[config.mk]
export PLATFORM = sky130hd
export DESIGN_NAME = keypad_scanner_flat
export DESIGN_NICKNAME = d
export VERILOG_FILES = /design/src/rtl/keypad_scanner_if.sv /design/src/rtl/keypad_scanner.sv /design/src/flat_wrapper.sv
export SDC_FILE = /design/constraint.sdc
export NUM_CORES = 1
export LEC_CHECK = 0
export CORE_ASPECT_RATIO = 1.75
export CORE_MARGIN = 2
export CORE_UTILIZATION = 40
export CTS_BUF_LIST = sky130_fd_sc_hd__clkbuf_8
export DETAILED_ROUTE_END_ITERATION = 8
export DONT_BUFFER_PORTS = 1
export HOLD_SLACK_MARGIN = 0.05
export SLEW_MARGIN = 20
export SYNTH_ARGS = -nofsm -noshare
export SYNTH_HDL_FRONTEND = slang
export SYNTH_SLANG_ARGS = --single-unit
[constraint.sdc]
create_clock -name clk -period 7.2 [get_ports clk]
set_clock_uncertainty 0.2 [all_clocks]
set_input_delay 0.72 -clock clk [delete_from_list [all_inputs] [get_ports clk]]
set_output_delay 0.72 -clock clk [all_outputs]
set_load 0.05 [all_outputs]
[src/rtl/keypad_scanner_if.sv]
// Keypad scanner bus: matrix sense/drive lines plus the key-event outputs
// consumed by the calculator controller.
interface keypad_scanner_if;
  logic [3:0] col_n;
  logic [3:0] row_n;
  logic       num;
  logic       OP;
  logic       C;
  logic       EQ;
  logic [3:0] key_val;
  logic [1:0] op_code;
  logic       key_busy;

  modport master (
    input  col_n,
    output row_n, num, OP, C, EQ, key_val, op_code, key_busy
  );

  modport slave (
    output col_n,
    input  row_n, num, OP, C, EQ, key_val, op_code, key_busy
  );
endinterface

[src/rtl/keypad_scanner.sv]
// 4x4 active-low keypad scanner with press/release debounce and one-cycle key events.
// Optional auto-repeat of digit keys while held: define KEYPAD_REPEAT_EN.
module keypad_scanner #(
  parameter int unsigned SCAN_DIV      = 1000,
  parameter int unsigned DEB_CYCLES    = 20000,
  parameter int unsigned REPEAT_CYCLES = 5000000
) (
  input  logic              clk,
  input  logic              rst,
  keypad_scanner_if.master  kp
);

  localparam int unsigned MAX_CNT = (SCAN_DIV > DEB_CYCLES) ? SCAN_DIV : DEB_CYCLES;
  localparam int unsigned CW      = $clog2(MAX_CNT + 1);

  typedef enum logic [2:0] {
    SCAN     = 3'd0,
    DEBOUNCE = 3'd1,
    EMIT     = 3'd2,
    HOLD     = 3'd3,
    RELEASE  = 3'd4
  } state_e;

  state_e        state_q;
  logic [3:0]    sync1_q;
  logic [3:0]    cs_q;
  logic [3:0]    pat_q;
  logic [3:0]    row_n_q;
  logic [1:0]    row_q;
  logic [1:0]    col_q;
  logic [CW-1:0] div_q;
  logic [CW-1:0] cnt_q;
  logic          num_q;
  logic          op_q;
  logic          clr_q;
  logic          eq_q;
  logic [3:0]    key_val_q;
  logic [1:0]    op_code_q;
  logic          busy_q;

  logic [3:0]    cs_low;
  logic          one_low;
  logic          all_high;
  logic [1:0]    col_enc;
  logic          is_digit;
  logic          is_op;
  logic          is_clr;
  logic          is_eq;
  logic [3:0]    digit_val;

  function automatic logic [CW-1:0] sat_inc(input logic [CW-1:0] v);
    return (v == {CW{1'b1}}) ? v : v + CW'(1);
  endfunction

`ifdef KEYPAD_REPEAT_EN
  localparam int unsigned HW = $clog2(REPEAT_CYCLES + 1);
  logic [HW-1:0] hold_q;

  function automatic logic [HW-1:0] sat_inc_h(input logic [HW-1:0] v);
    return (v == {HW{1'b1}}) ? v : v + HW'(1);
  endfunction
`else
  logic unused_repeat;
  assign unused_repeat = ^32'(REPEAT_CYCLES);
`endif

  // Single-key detection on the synchronised column sense
  always_comb begin
    cs_low   = ~cs_q;
    one_low  = (cs_low != 4'd0) && ((cs_low & (cs_low - 4'd1)) == 4'd0);
    all_high = (cs_q == 4'hF);
    case (cs_low)
      4'b0010: col_enc = 2'd1;
      4'b0100: col_enc = 2'd2;
      4'b1000: col_enc = 2'd3;
      default: col_enc = 2'd0;
    endcase
  end

  // Key map decode of the latched row/column
  always_comb begin
    is_digit  = 1'b0;
    is_op     = 1'b0;
    is_clr    = 1'b0;
    is_eq     = 1'b0;
    digit_val = 4'd0;
    if (col_q == 2'd3) begin
      is_op = 1'b1;
    end else if (row_q == 2'd3) begin
      case (col_q)
        2'd0:    is_clr = 1'b1;
        2'd1:    is_digit = 1'b1;
        default: is_eq = 1'b1;
      endcase
    end else begin
      is_digit  = 1'b1;
      digit_val = 4'(row_q) * 4'd3 + 4'(col_q) + 4'd1;
    end
  end

  always_ff @(posedge clk) begin
    if (rst) begin
      state_q   <= SCAN;
      sync1_q   <= 4'hF;
      cs_q      <= 4'hF;
      pat_q     <= 4'hF;
      row_n_q   <= 4'b1110;
      row_q     <= 2'd0;
      col_q     <= 2'd0;
      div_q     <= '0;
      cnt_q     <= '0;
      num_q     <= 1'b0;
      op_q      <= 1'b0;
      clr_q     <= 1'b0;
      eq_q      <= 1'b0;
      key_val_q <= 4'd0;
      op_code_q <= 2'd0;
      busy_q    <= 1'b0;
`ifdef KEYPAD_REPEAT_EN
      hold_q    <= '0;
`endif
    end else begin
      sync1_q <= kp.col_n;
      cs_q    <= sync1_q;
      num_q   <= 1'b0;
      op_q    <= 1'b0;
      clr_q   <= 1'b0;
      eq_q    <= 1'b0;

      case (state_q)
        SCAN: begin
          if (div_q >= CW'(SCAN_DIV - 1)) begin
            div_q <= '0;
            if (one_low) begin
              pat_q   <= cs_q;
              col_q   <= col_enc;
              cnt_q   <= '0;
              state_q <= DEBOUNCE;
            end else begin
              row_q   <= row_q + 2'd1;
              row_n_q <= {row_n_q[2:0], row_n_q[3]};
            end
          end else begin
            div_q <= sat_inc(div_q);
          end
        end

        DEBOUNCE: begin
          if (cs_q != pat_q) begin
            cnt_q   <= '0;
            div_q   <= '0;
            state_q <= SCAN;
          end else if (cnt_q >= CW'(DEB_CYCLES - 1)) begin
            cnt_q   <= '0;
            state_q <= EMIT;
            busy_q  <= 1'b1;
            num_q   <= is_digit;
            op_q    <= is_op;
            clr_q   <= is_clr;
            eq_q    <= is_eq;
            if (is_digit) key_val_q <= digit_val;
            if (is_op)    op_code_q <= row_q;
`ifdef KEYPAD_REPEAT_EN
            hold_q  <= '0;
`endif
          end else begin
            cnt_q <= sat_inc(cnt_q);
          end
        end

        EMIT: begin
          state_q <= HOLD;
`ifdef KEYPAD_REPEAT_EN
          hold_q  <= sat_inc_h(hold_q);
`endif
        end

        // The cycle that first sees all-high already counts toward release
        HOLD: begin
          if (all_high) begin
            cnt_q   <= CW'(1);
            state_q <= RELEASE;
`ifdef KEYPAD_REPEAT_EN
            hold_q  <= '0;
          end else if (is_digit) begin
            if (hold_q >= HW'(REPEAT_CYCLES - 1)) begin
              num_q  <= 1'b1;
              hold_q <= '0;
            end else begin
              hold_q <= sat_inc_h(hold_q);
            end
`endif
          end
        end

        RELEASE: begin
          if (!all_high) begin
            cnt_q <= '0;
          end else if (cnt_q >= CW'(DEB_CYCLES - 1)) begin
            cnt_q   <= '0;
            div_q   <= '0;
            busy_q  <= 1'b0;
            state_q <= SCAN;
            row_q   <= row_q + 2'd1;
            row_n_q <= {row_n_q[2:0], row_n_q[3]};
          end else begin
            cnt_q <= sat_inc(cnt_q);
          end
        end

        default: state_q <= SCAN;
      endcase
    end
  end

  assign kp.row_n    = row_n_q;
  assign kp.num      = num_q;
  assign kp.OP       = op_q;
  assign kp.C        = clr_q;
  assign kp.EQ       = eq_q;
  assign kp.key_val  = key_val_q;
  assign kp.op_code  = op_code_q;
  assign kp.key_busy = busy_q;

endmodule

[src/flat_wrapper.sv]
// flat-port wrapper written by rule: the top's interface ports become plain ports
module keypad_scanner_flat 
#(
  parameter int unsigned SCAN_DIV      = 1000,
  parameter int unsigned DEB_CYCLES    = 20000,
  parameter int unsigned REPEAT_CYCLES = 5000000
)
  (clk, rst, kp_col_n, kp_row_n, kp_num, kp_OP, kp_C, kp_EQ, kp_key_val, kp_op_code, kp_key_busy);
  keypad_scanner_if kp_i ();
  input  logic clk;
  input  logic rst;
  input wire logic [$bits(kp_i.col_n)-1:0] kp_col_n;
  output wire logic [$bits(kp_i.row_n)-1:0] kp_row_n;
  output wire logic [$bits(kp_i.num)-1:0] kp_num;
  output wire logic [$bits(kp_i.OP)-1:0] kp_OP;
  output wire logic [$bits(kp_i.C)-1:0] kp_C;
  output wire logic [$bits(kp_i.EQ)-1:0] kp_EQ;
  output wire logic [$bits(kp_i.key_val)-1:0] kp_key_val;
  output wire logic [$bits(kp_i.op_code)-1:0] kp_op_code;
  output wire logic [$bits(kp_i.key_busy)-1:0] kp_key_busy;
  assign kp_i.col_n = kp_col_n;
  assign kp_row_n = kp_i.row_n;
  assign kp_num = kp_i.num;
  assign kp_OP = kp_i.OP;
  assign kp_C = kp_i.C;
  assign kp_EQ = kp_i.EQ;
  assign kp_key_val = kp_i.key_val;
  assign kp_op_code = kp_i.op_code;
  assign kp_key_busy = kp_i.key_busy;
  keypad_scanner #(.SCAN_DIV(SCAN_DIV), .DEB_CYCLES(DEB_CYCLES), .REPEAT_CYCLES(REPEAT_CYCLES)) u_core (.clk(clk), .rst(rst), .kp(kp_i));
endmodule
# Word level (Yosys, flattened, before mapping)
# Cells that the tools add are included.
# totals
input_bits,6
word_cells,122
out_inout_bits,15
regBits,64
# op_classes
add_sub_neg,6
reduce_logical,20
mux,46
multipliers,1
bitwise_logic,6
magnitude_cmp,2
eq_ne,25
# op_table
op,count
15-bit two-way mux,12
15-bit one-hot mux with 4 select lines,1
15-bit one-hot mux with 3 select lines,1
15-bit by 1-bit adder with 15-bit output (second input constant),2
15-bit equality test (second input constant),2
4-bit two-way mux,6
3-bit two-way mux,7
15-bit by 10-bit greater-or-equal comparator with 1-bit output (second input constant),1
15-bit greater-or-equal comparator (second input constant),1
3-bit one-hot mux with 5 select lines,1
5-bit AND reduction,3
2-bit by 1-bit inequality test with 1-bit output (second input constant),7
4-bit AND reduction,3
1-bit two-way mux,10
4-bit equality test (second input constant),2
2-bit two-way mux,4
4-bit one-hot mux with 2 select lines,1
4-bit nonzero test,2
3-bit by 2-bit equality test with 1-bit output (second input constant),2
2-bit one-hot mux with 3 select lines,1
6-bit AND reduction,1
6-bit OR reduction,1
4-bit by 1-bit adder with 4-bit output (second input constant),1
4-bit by 2-bit adder with 4-bit output,1
other kinds (27),33

# Longest topological paths before layout
# logic_depth
depth_word,8
mapped_depth,9
ltp_nobuf,8

# Least setup slack after synthesis
# No wires, ideal clock.
# synth_path
path_kind,flip-flop to flip-flop
from,register u_core.div_q[0]
to,register u_core.cnt_q[4]
synth_period_minus_slack_ns,2.561
path_stages_with_launch,9
t_required_ns,6.944
setup_time_ns,0.056
setup_slack_ns,4.639
n_path_buf,1
arrival_time_ns,2.305
cell_sequence,dfxtp_1 ha_1 a211oi_1 a211oi_1 or2_2 clkbuf_1 a311oi_1 nand2_1 or3b_2
# synth_via
elab_chain_cells,3
# synth_lines
item,line,text
from (decl),keypad_scanner.sv:31,logic [CW-1:0] div_q;
from (signal assigned),keypad_scanner.sv:144,div_q <= sat_inc(div_q);
15-bit by 10-bit greater-or-equal comparator with 1-bit output,keypad_scanner.sv:132,if (div_q >= CW'(SCAN_DIV - 1)) begin
2-bit by 1-bit inequality test with 1-bit output (no source line),--,
4-bit AND reduction (no source line),--,
to (signal assigned),keypad_scanner.sv:167,cnt_q <= sat_inc(cnt_q);
to (signal assigned),keypad_scanner.sv:207,cnt_q <= sat_inc(cnt_q);
to (decl),keypad_scanner.sv:32,logic [CW-1:0] cnt_q;
# Every way passes these cells.
# A chain may end at the register's enable or synchronous reset.

# Worst setup path in the final report
# layout_path
from,register u_core.cnt_q[12]
to,register u_core.cnt_q[10]
# layout_via
elab_chain_cells,5
word_cells_on_any_way,7
classes_between,order compare: 1; eq/ne: 1; mux: 5
# layout_lines
item,line,text
"parallel branches: the longest is 2 deep, another holds 15-bit greater-or-equal comparator",--,
15-bit two-way mux (*),"keypad_scanner.sv:153, keypad_scanner.sv:199",
15-bit two-way mux (on tied branches),"keypad_scanner.sv:197, keypad_scanner.sv:149",
15-bit one-hot mux with 4 select lines (*),keypad_scanner.sv:130,case (state_q)
# Every way passes the cells marked *.

==> flow_summary_export.csv <==
group,metric,value,unit
route,final_antenna_net_count,0,
timing,setup_tns,0,ns
place,placed_cells,430,
synthesis,synth.distinct_cells,55,
synthesis,synth_top_family_by_area,"simple AND/OR/NAND/NOR gates",
synthesis,synth-compound-area-share,19.3,%
setup_path,critPathBufInv,0,
synthesis,yosys.area.top_type,"dfxtp_1",
timing,hold_violations,0,
die,dieWidth,70.8,µm
clock_network,cts_tree,"done",
synthesis,async_reset_ff_share,0,%
timing,slew_headroom,31.4,%
place,port_buffers,0,
die,core,7570,µm²
setup_path,crit_chain,"or4_1 -> a2111o_1 -> a221oi_4 -> or2b_1 -> a31oi_1",
setup_path,worstPathArrival,2.99,ns
timing,fin_crit_sh,40.5,%
cells_and_area,final_cells,446,
cells_and_area,num_antenna_cells,0,
clock_network,hold_buffers,0,
timing,layout_setup_ws,4.28,ns
pwr,vdd_ir_drop_max,0.000136,V
grt,grt_pass1_vias,2464,
cells_and_area,drive_gt1_share,9.78,%
grt,grt_pass1_wl,11300,µm
route,via_per_inst,5.80,
synthesis,netlist_area,3130,µm²
clock_network,cts_buffers,9,
synthesis,synthTopCellsByArea,"dfxtp_1 (41%), a21oi_1 (5.0%), nor2_1 (4.4%)",
timing,finalSetupViolCount,0,
route,drtPass1Iterations,4,
route,drc,0,
synthesis,synth_cells,364,
grt,grt_use_total,16.7,%
route,dr.first_iter.drc_count,186,
clock_network,cts.path.max_buffers,2,
timing,rsz0062_at_grt,"no",
timing,hold_slack,0.209,ns
cells_and_area,layout.nets,367,
timing,min_period,2.92,ns
setup_path,crit_type,"reg2reg",
synthesis,synth_edf_count,0,
setup_path,critPathMaxStageDelay,0.75,ns
clock_network,root_buffer,"clkbuf_8",
synthesis,synth_seq_cells,64,
clock_network,clkTransAtPathRegs,0.07,ns
setup_path,cp-start-kind,"flop",
synthesis,synth_area_per_cell,8.59,µm²
synthesis,synth_xor_area_share,2.80,%
grt,grt_overflow_total,0,
synthesis,ys_warn_count,0,
route,vias,2589,
die,start_util,41.3,%
synthesis,synthSimpleGateAreaFrac,25.9,%
setup_path,crit_path_top_delay_cell,"a221oi_4",
die,num_rows,42,
timing,worst_pin_slew,1.03,ns
setup_path,cp-end-kind,"flop",
pwr,cellPowerDensity,207,nW/µm²
synthesis,synth_top_area_share,41.0,%
min_path,holdCritPathClass,"reg2reg",
synthesis,synthFlopType,"dfxtp_1",
cells_and_area,area_delta_synth_final,6.52,%
die,ios,21,
grt,grt_max_degree,54,
route,wl_per_cell,14.9,µm
grt,antenna_found_initial,0,
clock_network,htreeDepth,3,
synthesis,muxShareOfSynthArea,2.56,%
synthesis,yosysSeqAreaShare,41.0,%
synthesis,synth_fp_nets,378,
timing,max_freq,343,MHz
status,outcome,"complete, no violations",
setup_path,critPathRequiredTime,7.27,ns
place,post-place-ws,4.33,ns
timing,drv_slew,0,
clock_network,cts-resized-gates,0,
pwr,finalPower,690,µW
flow_run,cap_violations,0,
setup_path,crit_fanout,24,
die,die_area,8570,µm²
clock_network,cts_setup_buffers,0,
place,gp_congestion,0.849,
die,die_y,121,µm
synthesis,synth_fa_ha_area_share,3.68,%
clock_network,clk-insertion-delay-late,0.35,ns
setup_path,critPathTopFamily,"compound AO/OA/AOI/OAI gates",
pwr,leakage,0.00120,µW
place,post-dp-hpwl,4820,µm
route,routed_wl,6660,µm
clock_network,cts_sinks,64,
[registers in the layout (all words and copies together), names as in the netlist]
register and count:
u_core.pat_q 4, u_core.col_q 2, u_core.cs_q 4, u_core.kp.OP 1, u_core.kp.C 1, u_core.kp.num 1
u_core.row_q 2, u_core.div_q 15, u_core.sync1_q 4, u_core.kp.row_n 4, u_core.state_q 3, u_core.cnt_q 15
u_core.kp.EQ 1, u_core.kp.key_val 4, u_core.kp.key_busy 1, u_core.kp.op_code 2
[cell type report]
cell class | count | area [µm²]
timing repair buffer | 1 | 7.51
sequential | 64 | 1280
clock buffer | 10 | 138
multi-input combinational | 269 | 1700
inverter | 8 | 30.0
clock inverter | 6 | 67.6
tap | 88 | 110
fill | 764 | 4240
[path summary, 6_finish.rpt]
| kind | cells past startpoint | slack, ns | endpoint | from |
|---|---|---|---|---|
| max reg2reg | 5 | 4.28 | u_core.cnt_q[10]$_SDFFE_PP0P_ | u_core.cnt_q[12]$_SDFFE_PP0P_ |
| min | 1 | 0.21 | u_core.cs_q[1]$_SDFF_PP1_ | u_core.sync1_q[1]$_SDFF_PP1_ |
| max | 5 | 4.28 | u_core.cnt_q[10]$_SDFFE_PP0P_ | u_core.cnt_q[12]$_SDFFE_PP0P_ |
| min reg2reg | 1 | 0.21 | u_core.cs_q[1]$_SDFF_PP1_ | u_core.sync1_q[1]$_SDFF_PP1_ |
[through the flow]
| stage | instance area [µm²] | util, % |
|---|---|---|
| after floorplan | 3130 | - |
| after global placement | 3130 | 41.3 |
| after detailed placement | 3130 | 41.3 |
| after CTS | 3330 | 44.0 |
| after global routing | 3330 | 44.0 |
| final | 3330 | 44.0 |
[where the power goes]
| part | switching [µW] | internal (µW) |
|---|---|---|
| clock | 144 | 170 |
| sequential | 4.04 | 357 |
| combinational | 7.77 | 7.11 |
[cells by family (layout without fill, tap and decap cells)]
logic type               after synthesis  in the layout
AND/OR/NAND/NOR                      154            154
AO/OA/AOI/OAI                         89             89
flip-flops                            64             64
buffers and inverters                 31             25
XOR/XNOR                              10             10
adder cells (fa/ha/maj)                8              8
multiplexers                           8              8
[synth_stat cells (all sizes together) (2+ instances only)]
library cell / n
nor4: 3
mux2i: 8
xor2: 8
fa: 2
and2: 3
a31oi: 13
a221o: 2
o21ai: 9
a41oi: 2
a21o: 2
clkbuf: 19
a221oi: 3
nand3: 11
xnor2: 2
buf: 4
o21a: 2
nor2b: 8
nand2: 23
inv: 8
nand4b: 4
and3: 13
a21oi: 31
nor3: 15
nand4: 13
dfxtp: 64
a311oi: 5
or2: 11
ha: 6
a211o: 4
nor2: 37
nand2b: 5
a211oi: 6
[cell usage in the layout (no fill, tap or decap), types with 10 or more instances in the layout]
cell type,netlist,final
nor2_1,37,37
nand2_1,23,23
or2_2,11,11
nand4_1,13,13
clkbuf_8,0,10
nor3_1,15,15
a31oi_1,13,13
dfxtp_1,64,64
a21oi_1,31,31
nand3_1,11,11
[routing by layer]
metal | part of all wire, % | wire [µm] | track usage (%)
met1 | 39 | 2610 | 16.6
met2 | 54 | 3630 | 30.1
met3 | 2.4 | 163 | 3.90
met4 | 3.8 | 256 | 10.6
met5 | 0 | 0 | 0
No activity file was read; power rests on OpenSTA's default activity.
==> RTL change, RTL diff (same settings) <==
The option `KEYPAD_REPEAT_EN` is turned on by a define.
--- a/src/rtl/keypad_scanner.sv
+++ b/src/rtl/keypad_scanner.sv
@@ -1,5 +1,7 @@
 // 4x4 active-low keypad scanner with press/release debounce and one-cycle key events.
 // Optional auto-repeat of digit keys while held: define KEYPAD_REPEAT_EN.
+`define KEYPAD_REPEAT_EN
+
 module keypad_scanner #(
   parameter int unsigned SCAN_DIV      = 1000,
   parameter int unsigned DEB_CYCLES    = 20000,
Check against the original RTL: same outputs for any inputs over 10 cycles, from zero or initial values and one cycle with rst high; that may be too few to reach the edited logic, so the function may still have changed.
==> RTL change against the original RTL <==
  * Clock power is 11% higher
  * Area after synthesis increased by 53%
  * Sequential share of layout area fell by 4.0 points
  * Sequential cell count up 23
  * Count of clock-buffer cells in the layout grew 1
  * Design area grew 52%
  * Wire length is 66% higher
  * Power increased by 35%
  * Worst setup slack barely moved
  * Critical endpoint is now u_core.row_q[0]
  * Largest cell class unchanged
==> RTL change: results (changes against the original RTL) <==
| Metric | Value |
|---|---|
| Worst skew pair latency | between 0.3 and 0.4 ns |
| Total iterations of the first detailed-routing run | 4 (unchanged) |
| Initial DRC Count | 188 (was 186) |
| CTS HTree Levels | 3 (unchanged) |
| Synth warnings | 0 (unchanged) |
| Initial antenna violation count | 0 (unchanged) |
| Pin count of the biggest net entering global routing | 60 (was 54) |
| Synth Flop Type | dfxtp_1 (unchanged) |
| Layout cells sized above 1 | 8.719% (was 9.777%) |
| Max rail drop VDD | 93.42 µV (was 136.2 µV) |
| Via count of the first global-routing pass | 3888 (was 2464) |
| Largest regs | u_core.hold_q x23, u_core.cnt_q x15, u_core.div_q x15 (was u_core.cnt_q x15, u_core.div_q x15) |
| Fillers | 1151 (was 764) |
| Root Buffer | clkbuf_8 (unchanged) |
| Total number of vias | 4156 (was 2589) |
| CTS max path bufs | 2 (unchanged) |
| Port bufs | 0 (unchanged) |
| Leakage power | 1.720 nW (was 1.200 nW) |
| Syn nets | 589 (was 378) |
| Setup bufs post-CTS | 0 (unchanged) |
| Hold WC Path Type | reg -> reg (unchanged) |
| Relative slew slack | 32.18% (was 31.37%) |
| # resized after CTS | 0 (unchanged) |
| Layout net count | 573 (was 367) |
| Worst min-delay path startpoint | u_core.sync1_q[2] (was u_core.sync1_q[1]) |
| TritonCTS Buffers | 9 (unchanged) |
| Grt met3 use | 2.712% (was 3.904%) |
| Met1 usage | 20.46% (was 16.64%) |
| Max reg flops | 23 |
| Inserted Diodes | 0 (unchanged) |
| Met2 usage | 32.15% (was 30.14%) |
| Global-route wire length before repair | 18580 µm (was 11340 µm) |
| Avg WL per Cell | 15.84 µm (was 14.94 µm) |
| Crit-path max FO | 11 (was 24) |
| Asr flop ratio synth | 0% (unchanged) |
| Synth top area cells | dfxtp_1, nor2_1, nand2_1, a21oi_1, xnor2_1 (was dfxtp_1, a21oi_1, nor2_1, nand2_1, a31oi_1) |
| Worst EP arrival | 2.97 ns (was 2.99 ns) |
| Clock transition at path regs | about 0.080 ns |
| Cell variety after synth | 75 (was 55) |
| CP startpoint | u_core.cnt_q[0] (was u_core.cnt_q[12]) |
| Post-synthesis sequential area ratio | 36.34% (was 40.98%) |
| All-layer global routing usage | 17.89% (was 16.66%) |
| Post-synth top cells | dfxtp_1, nor2_1, nand2_1 (was dfxtp_1, nor2_1, a21oi_1) |
| Gpl congestion | 0.8722 (was 0.8485) |
| Status | finished, final reports clean (unchanged) |
| DP Wirelength | 7929 µm (was 4816 µm) |
==> RTL change: per-layer routing <==
layer	part of all wire, %	routed length [µm]
met5	0	0
met4	2.2	246
met3	2.4	260
met2	53	5847
met1	42	4689
==> RTL change: power breakdown <==
| part | leakage (nW) | switching [W] | internal, W |
|---|---|---|---|
| clock network | 0.103 | 0.000171 | 0.000176 |
| logic | 0.913 | 0.0000471 | 0.0000311 |
| registers | 0.704 | 0.0000153 | 0.000490 |
==> RTL change: path summary, 6_finish.rpt <==
check	slack, ns	cells after the start	endpoint
worst max-delay path	4.28	7	u_core.row_q[0]
worst min-delay path	0.22	1	u_core.cs_q[2]
worst max register to register	4.28	7	u_core.row_q[0]
worst min register to register	0.22	1	u_core.cs_q[2]
==> RTL change: cells by family (layout without fill, tap and decap cells) <==
| family | count (synthesis) | after routing | share of synthesized area [%] |
|---|---|---|---|
| AO/OA/AOI/OAI | 129 | 129 | 18.74 |
| XOR/XNOR | 24 | 24 | 4.385 |
| adder cells (fa/ha/maj) | 9 | 9 | 2.662 |
| buffers and inverters | 43 | 31 | 4.072 |
| flip-flops | 87 | 87 | 36.34 |
| multiplexers | 15 | 15 | 3.184 |
| AND/OR/NAND/NOR | 267 | 267 | 30.62 |
==> RTL change: per-stage QoR <==
| step | instances | instance area, µm² | power (W) | worst slack (ns) | util, % |
|---|---|---|---|---|---|
| after floorplan | 574 | 4793 | 0.0005803 | 4.796 | - |
| after CTS | 697 | 5055 | 0.0009435 | 4.316 | 43.40 |
| after global placement | 682 | 4857 | 0.0005921 | 4.404 | 41.71 |
| after global routing | 697 | 5055 | 0.0009748 | 4.126 | 43.40 |
| final | 697 | 5055 | 0.0009297 | 4.283 | 43.40 |
| after detailed placement | 682 | 4857 | 0.0005945 | 4.351 | 41.71 |
==> RTL change: layout make-up <==
type | instances | area [µm²] | share of cell area (%)
Inverter | 10 | 37.54 | 0.7426
Clock inverter | 4 | 46.29 | 0.9158
Timing Repair Buffer | 6 | 45.04 | 0.8911
Tap cell | 135 | 168.9 | 3.342
Multi-Input combinational cell | 444 | 2864 | 56.66
Sequential cell | 87 | 1742 | 34.46
Clock buffer | 11 | 151.4 | 2.995
==> RTL change: worst max-delay path, stage by stage (launching register included) <==
cell,delay (ns)
dfxtp_1,0.42
ha_1,0.29
a21oi_1,0.08
o211ai_1,0.28
and2_1,0.39
a32oi_1,0.18
nor3_2,0.59
mux2_1,0.38
